`src/rtl/arb_pkg.sv`:
```
// Shared types and helpers for the round-robin arbiter (arb_rrb).
//   arb_state_t : arbiter FSM encoding (IDLE = free to select, LOCK = packet in flight)
//   idx_next()  : modulo-WIDTH increment of a requester index. The wrap is an
//                 explicit compare, so non-power-of-2 WIDTH wraps correctly.
package arb_pkg;

  typedef enum logic {
    IDLE = 1'b0,
    LOCK = 1'b1
  } arb_state_t;

  function automatic int unsigned idx_next(input int unsigned idx, input int unsigned width);
    return (idx == width - 1) ? 0 : idx + 1;
  endfunction

endpackage

```
`src/rtl/arb_rrb_psel.sv`:
```
// Priority-select multiplexer: finds the lowest set bit of req and muxes the
// matching payload.
//   req  : request vector
//   din  : per-requester payload
//   vld  : any request present
//   idx  : index of the lowest set bit (0 when req is empty)
//   dout : din[idx]
// IMPLEMENTATION 0 is a flat linear scan. Any other value scans in groups of
// SPLIT bits: the lowest non-empty group first, then the lowest bit inside it.
module arb_rrb_psel
  import arb_pkg::*;
#(
  parameter type DAT_T          = logic [8-1:0],
  parameter int  WIDTH          = 4,
  parameter int  SPLIT          = 2,
  parameter int  IMPLEMENTATION = 0,
  parameter int  IDX_W          = $clog2(WIDTH)
) (
  input  logic [WIDTH-1:0] req,
  input  DAT_T             din [WIDTH],
  output logic             vld,
  output logic [IDX_W-1:0] idx,
  output DAT_T             dout
);

  assign vld  = |req;
  assign dout = din[idx];

  if (IMPLEMENTATION == 0) begin : g_flat
    always_comb begin
      idx = '0;
      for (int i = WIDTH - 1; i >= 0; i--) begin
        if (req[i]) idx = IDX_W'(i);
      end
    end
  end else begin : g_group
    localparam int NGRP = (WIDTH + SPLIT - 1) / SPLIT;
    int   g_sel;
    logic g_any;

    always_comb begin
      g_sel = 0;
      g_any = 1'b0;
      idx   = '0;
      for (int g = NGRP - 1; g >= 0; g--) begin
        g_any = 1'b0;
        for (int b = 0; b < SPLIT; b++) begin
          if (g * SPLIT + b < WIDTH) g_any = g_any | req[g * SPLIT + b];
        end
        if (g_any) g_sel = g;
      end
      for (int b = SPLIT - 1; b >= 0; b--) begin
        if ((g_sel * SPLIT + b < WIDTH) && req[g_sel * SPLIT + b]) idx = IDX_W'(g_sel * SPLIT + b);
      end
    end
  end

endmodule

```
`src/rtl/arb_rrb_slice.sv`:
```
// Full-throughput registered output slice with a one-entry skid buffer.
//   in_*  : upstream channel (from the arbiter); in_rdy is a registered signal
//   out_* : registered downstream channel, one cycle behind the input
// The skid entry catches the beat accepted in the cycle the downstream stalls,
// so in_rdy never depends combinationally on out_rdy.
module arb_rrb_slice
  import arb_pkg::*;
#(
  parameter type DAT_T = logic [8-1:0],
  parameter int  IDX_W = 2
) (
  input  logic             clk,
  input  logic             rst,
  input  logic             in_vld,
  input  DAT_T             in_dat,
  input  logic             in_lst,
  input  logic [IDX_W-1:0] in_idx,
  output logic             in_rdy,
  output logic             out_vld,
  output DAT_T             out_dat,
  output logic             out_lst,
  output logic [IDX_W-1:0] out_idx,
  input  logic             out_rdy
);

  logic             vld_p1, skd_vld;
  DAT_T             dat_p1, skd_dat;
  logic             lst_p1, skd_lst;
  logic [IDX_W-1:0] idx_p1, skd_idx;
  logic             load;

  assign in_rdy = ~skd_vld;
  // Output register may take a new beat when it is empty or being drained.
  assign load   = out_rdy | ~vld_p1;

  // ---- stage p1: output register / skid entry (control) ----
  always_ff @(posedge clk) begin
    if (rst) begin
      vld_p1  <= 1'b0;
      skd_vld <= 1'b0;
    end else if (load) begin
      vld_p1  <= skd_vld | in_vld;
      skd_vld <= 1'b0;
    end else if (in_vld & ~skd_vld) begin
      skd_vld <= 1'b1;
    end
  end

  // ---- stage p1: output register / skid entry (data) ----
  always_ff @(posedge clk) begin
    if (load) begin
      if (skd_vld) begin
        dat_p1 <= skd_dat;
        lst_p1 <= skd_lst;
        idx_p1 <= skd_idx;
      end else begin
        dat_p1 <= in_dat;
        lst_p1 <= in_lst;
        idx_p1 <= in_idx;
      end
    end else if (in_vld & ~skd_vld) begin
      skd_dat <= in_dat;
      skd_lst <= in_lst;
      skd_idx <= in_idx;
    end
  end

  assign out_vld = vld_p1;
  assign out_dat = dat_p1;
  assign out_lst = lst_p1;
  assign out_idx = idx_p1;

endmodule

```
`src/rtl/arb_rrb.sv`:
```
// Round-robin arbiter with integrated data multiplexer. WIDTH requesters share
// one downstream valid/ready channel; multi-beat packets hold the grant until
// the beat flagged last is accepted.
//   clk, rst           : clock, synchronous active-high reset
//   req_vld/lst/dat    : per-requester valid, last-beat flag, payload
//   req_rdy            : per-requester ready (one-hot on the selected requester)
//   out_vld/lst/dat    : downstream valid, last-beat flag, payload
//   out_idx            : index of the requester being forwarded
//   out_rdy            : downstream ready
// Optional feature: define ARB_RRB_OUT_REG_EN to insert a registered output
// slice (1-cycle latency, out_rdy decoupled from req_rdy). Default build is a
// purely combinational req_* -> out_* path.
module arb_rrb
  import arb_pkg::*;
#(
  parameter type DAT_T          = logic [8-1:0],
  parameter int  WIDTH          = 4,
  parameter int  SPLIT          = 2,
  parameter int  IMPLEMENTATION = 0
) (
  input  logic                     clk,
  input  logic                     rst,
  input  logic [WIDTH-1:0]         req_vld,
  input  logic [WIDTH-1:0]         req_lst,
  input  DAT_T                     req_dat [WIDTH],
  output logic [WIDTH-1:0]         req_rdy,
  output logic                     out_vld,
  output logic                     out_lst,
  output DAT_T                     out_dat,
  output logic [$clog2(WIDTH)-1:0] out_idx,
  input  logic                     out_rdy
);

  localparam int IDX_W = $clog2(WIDTH);

  arb_state_t       state, state_nxt;
  logic [IDX_W-1:0] ptr, ptr_nxt;
  logic [IDX_W-1:0] gnt, gnt_nxt;

  logic [WIDTH-1:0] req_msk;
  logic             m_vld, u_vld;
  logic [IDX_W-1:0] m_idx, u_idx;
  DAT_T             m_dat, u_dat;

  logic             arb_vld, arb_lst, arb_rdy, xfer;
  logic [IDX_W-1:0] sel_idx;
  DAT_T             arb_dat;

  // Requests at or above the pointer get first pick; this realises the
  // rotating priority without a barrel shifter.
  for (genvar i = 0; i < WIDTH; i++) begin : g_msk
    assign req_msk[i] = req_vld[i] & (IDX_W'(i) >= ptr);
  end

  arb_rrb_psel #(
    .DAT_T(DAT_T), .WIDTH(WIDTH), .SPLIT(SPLIT), .IMPLEMENTATION(IMPLEMENTATION), .IDX_W(IDX_W)
  ) u_psel_msk (
    .req(req_msk), .din(req_dat), .vld(m_vld), .idx(m_idx), .dout(m_dat)
  );

  arb_rrb_psel #(
    .DAT_T(DAT_T), .WIDTH(WIDTH), .SPLIT(SPLIT), .IMPLEMENTATION(IMPLEMENTATION), .IDX_W(IDX_W)
  ) u_psel_all (
    .req(req_vld), .din(req_dat), .vld(u_vld), .idx(u_idx), .dout(u_dat)
  );

  // Selection: rotating priority in IDLE, forced to the locked owner in LOCK.
  always_comb begin
    sel_idx = m_vld ? m_idx : u_idx;
    arb_dat = m_vld ? m_dat : u_dat;
    arb_vld = u_vld;
    if (state == LOCK) begin
      sel_idx = gnt;
      arb_dat = req_dat[gnt];
      arb_vld = req_vld[gnt];
    end
    arb_lst = req_lst[sel_idx];
  end

  for (genvar i = 0; i < WIDTH; i++) begin : g_rdy
    assign req_rdy[i] = arb_rdy & arb_vld & (sel_idx == IDX_W'(i));
  end

  assign xfer = arb_vld & arb_rdy;

  // Pointer moves only on an accepted last beat; a non-last beat in IDLE
  // locks the grant to the current selection.
  always_comb begin
    state_nxt = state;
    ptr_nxt   = ptr;
    gnt_nxt   = gnt;
    if (xfer) begin
      if (arb_lst) begin
        state_nxt = IDLE;
        ptr_nxt   = IDX_W'(idx_next(32'(sel_idx), WIDTH));
      end else if (state == IDLE) begin
        state_nxt = LOCK;
        gnt_nxt   = sel_idx;
      end
    end
  end

  always_ff @(posedge clk) begin
    if (rst) begin
      state <= IDLE;
      ptr   <= '0;
      gnt   <= '0;
    end else begin
      state <= state_nxt;
      ptr   <= ptr_nxt;
      gnt   <= gnt_nxt;
    end
  end

`ifdef ARB_RRB_OUT_REG_EN
  arb_rrb_slice #(
    .DAT_T(DAT_T), .IDX_W(IDX_W)
  ) u_slice (
    .clk    (clk),
    .rst    (rst),
    .in_vld (arb_vld),
    .in_dat (arb_dat),
    .in_lst (arb_lst),
    .in_idx (sel_idx),
    .in_rdy (arb_rdy),
    .out_vld(out_vld),
    .out_dat(out_dat),
    .out_lst(out_lst),
    .out_idx(out_idx),
    .out_rdy(out_rdy)
  );
`else
  assign arb_rdy = out_rdy;
  assign out_vld = arb_vld;
  assign out_dat = arb_dat;
  assign out_lst = arb_lst;
  assign out_idx = sel_idx;
`endif

endmodule

```
`config.mk`:
```
export PLATFORM = sky130hd
export DESIGN_NAME = arb_rrb
export DESIGN_NICKNAME = d
export VERILOG_FILES = /design/src/rtl/arb_pkg.sv /design/src/rtl/arb_rrb_psel.sv /design/src/rtl/arb_rrb_slice.sv /design/src/rtl/arb_rrb.sv
export SDC_FILE = /design/constraint.sdc
export NUM_CORES = 1
export LEC_CHECK = 0
export CAP_MARGIN = 30
export CORE_MARGIN = 10
export CORE_UTILIZATION = 45
export CTS_BUF_LIST = sky130_fd_sc_hd__clkbuf_8
export DETAILED_ROUTE_END_ITERATION = 10
export GPL_TIMING_DRIVEN = 0
export PLACE_DENSITY_LB_ADDON = 0.05
export SLEW_MARGIN = 10
export SYNTH_ARGS = -nofsm -noshare
export SYNTH_HDL_FRONTEND = slang
export SYNTH_SLANG_ARGS = --single-unit
```
`constraint.sdc`:
```
create_clock -name clk -period 2.9 [get_ports clk]
set_clock_uncertainty 0.05 [all_clocks]
set_input_delay 0.725 -clock clk [delete_from_list [all_inputs] [get_ports clk]]
set_output_delay 0.725 -clock clk [all_outputs]
set_load 0.01 [all_outputs]
```
==> summary.md <==
| Metric | Value |
|---|---|
| Status | finished with violations |
| Violated checks | setup timing |
| Required time worst endpoint | 2120 ps |
| DR iter-0 viols | 173 |
| First-pass GRT wire length | roughly 8900 um |
| DRC viols | 0 |
| Vias in the first global route | 1736 |
| Worst-path cell chain | buf_12 > inv_8 > o211ai_1 > o31ai_4 > o31ai_4 > buf_6 > buf_6 > ha_4 > and3_4 > buf_6 |
| Latest clock arrival within the worst-skew pair | 220 ps |
| Worst-Margin Slew | 675.6 ps |
| Port buffer count | 57 |
| Initial core utilization | 47.82% |
| # hold bufs at CTS | 0 |
| Top FF cell, synth | dfxtp_1 |
| Delay-heaviest family, CP | compound AO/OA/AOI/OAI gates |
| Post-synth cell types | 44 |
| Setup TNS | -2099 ps |
| Die Ht | 77.43 um |
| Worst Path Arrival | 2340 ps |
| Yosys reg bits | 5 |
| Mapped Avg Cell Area | 10.09 um^2 |
| Ys async rst share | 0% |
| HPWL after DPL | 3842 um |
| Mapped Area | 1484 um^2 |
| Antenna violations before repair | 0 |
| Worst min-delay path category | reg2reg |
| Setup CP Type | in2out |
| Worst-path fanout max | 5 |
| Post-synthesis sequential area ratio | 6.745% |
| RSZ-0062 raised after global routing | yes |
| Worst-case clock buffer depth | 2 |
| Min Tclk post-route | 3111 ps |
| DR vias | between 1500 and 2000 |
| Fillcell total | 223 |
| CP most frequent cell | buf_6 |
| Final ANT Viol Nets | 0 |
| Worst VDD drop | 0.3529 mV |
| Ant. Diodes | 0 |
| LEAKAGE | between 1 and 1.5 nW |
| GR Overflow Total | 0 |
| CTS Buf Count | 3 |
| Layout cell share with drive strength beyond 1 | ~44% |
| Final worst-path cycle share | 107.3% |
| CTS tree | yes |
| Largest net degree at the start of global routing | 11 |
| Clock Sinks | 5 |
| Power density over cell area | just under 500 nW/um^2 |
| Final setup margin | -211.0 ps |
| Pre-CTS setup slack | -1259 ps |
| Routed length per instance | 20.92 um |
| Buf+Inv Stages, Crit Path | 5 |
| Largest stage delay on the critical path | roughly 330 ps |
| H-tree depth | 1 |
| CTS root buf | clkbuf_8 |
| Fin. Hold Viols | 0 |
| Total GRT Usage | between 10% and 20% |
| Nets | 281 |
| Via density | just under 6 |
| Die X | 77.43 um |
| Max-slew headroom at the worst pin | 54.96% |
| Syn_nets | 194 |
| Fmax | 0.3214 GHz |
| Die area | about 6000 um^2 |
| Drt pass-1 iters | 4 |
| GPL Wtd Cong | 0.8062 |
| Slew Limit Fails | 0 |
| Worst path slowest cell | o31ai_4 |
| Area delta synth->final | 69.39% |
| Yosys warnings | 0 |
| WL final | 5794 um |
| Max-Cap Viols | 0 |
| Post-synthesis cell count | roughly 150 |
| Final setup fails | 13 |
| Core box area | 3103 um^2 |
| CP Capture Type | output port |
| CP startpoint kind | primary input |
| Clock transition at the registers of the reported paths | approximately 40 ps |
| # rows | 20 |
| Post-synth EDFFs | 0 |
| # IOs | 59 |
## through the flow
step	util [%]	std cells	power, mW	hold slack (ps)	cell area (um^2)
global route	81.01	277	1.285	540.7	2514
global placement	67.98	248	0.8567	473.9	2110
detailed placement	67.98	248	0.8763	502.0	2110
finish	81.01	277	1.213	555.9	2514
CTS	77.26	273	1.116	511.4	2397
floorplan	-	147	0.5747	436.7	1484
## metal layers
layer / track usage, % / wire length, um
met3: 4.493 / 397
met4: 6.387 / 107
met5: 0 / 0
met1: 21.22 / 2327
met2: 31.19 / 2961
## Yosys cell counts (2+ instances only)
library cell / count / area share (%)
buf_1: 2 / 0.51
and2_4: 2 / 1.2
a21oi_1: 4 / 1.3
inv_2: 2 / 0.51
buf_4: 2 / 1.0
o21ai_1: 3 / 1.0
mux2i_1: 32 / 22
buf_6: 3 / 2.3
o21ai_0: 11 / 3.7
mux2_4: 2 / 2.0
mux4_1: 5 / 8.9
and2_1: 3 / 1.3
dfxtp_1: 5 / 6.7
inv_1: 5 / 1.3
mux4_2: 12 / 18
nor2b_1: 3 / 1.3
nor2_1: 4 / 1.0
nand3b_1: 2 / 1.0
and3_1: 4 / 1.7
clkbuf_1: 3 / 0.76
ha_1: 4 / 3.4
nand2_1: 8 / 2.0
o21ai_2: 2 / 1.2
nand2b_1: 4 / 1.7
## worst min-delay path, cell delays in order, from the launching register on
cell     delay [ps]
dfxtp_1         350
o21ai_0         120
a21oi_1          70
## final timing paths
path	to	from	depth (start not counted)	slack, ps
worst max-delay path	req_rdy[0]	req_vld[2]	10	-210
worst min-delay path	ptr[0]$_SDFFE_PP0P_	ptr[0]$_SDFFE_PP0P_	2	560
worst max register to register	gnt[1]$_SDFFE_PP0P_	ptr[0]$_SDFFE_PP0P_	10	400
worst min register to register	ptr[0]$_SDFFE_PP0P_	ptr[0]$_SDFFE_PP0P_	2	560
## cell type report
cell class	instances	area [um^2]	share of cell area, %
Clock inverter	1	3.754	0.1493
Inverter	7	41.29	1.643
Buffer	8	70.07	2.787
Tap cell	44	55.05	2.190
Timing Repair Buffer	84	799.5	31.81
Sequential cell	5	100.1	3.982
Clock buffer	3	41.29	1.643
Multi-Input combinational cell	125	1403	55.80
## power by group
group	total (mW)	internal [mW]	switching, mW
combinational	0.985	0.537	0.448
sequential	0.106	0.0832	0.0224
clock	0.122	0.0905	0.0316
total	1.21	0.711	0.502
## state kept, by name, indices dropped and copies added (netlist names)
name / flops
ptr: 2
gnt: 2
state: 1
## cells by family after synthesis
family | count (synthesis) | share of synthesized area, %
AO/OA/AOI/OAI | 32 | 17.03
adder cells (fa/ha/maj) | 4 | 3.373
buffers and inverters | 17 | 6.324
flip-flops | 5 | 6.746
multiplexers | 51 | 50.68
AND/OR/NAND/NOR | 38 | 15.85
## layout by cell type, fill, tap and decap left out, drive strengths merged, types with 3 or more instances in the layout
cell type	n
dfxtp	5
mux2i	32
clkbuf	7
nand2	8
ha	4
inv	8
nand3b	3
and2	5
and3	4
nand2b	4
buf	48
clkdlybuf4s50	38
nor2	4
mux4	17
nor2b	3
a21oi	4
o21ai	16
## what timing repair did
item,4_1_cts,5_1_grt
setup endpoints to repair,18,16
pin swaps,11,6
gates resized for setup,118,24
buffers inserted,23,5
gates cloned,0,0
Power figures use the tool's default switching activity.
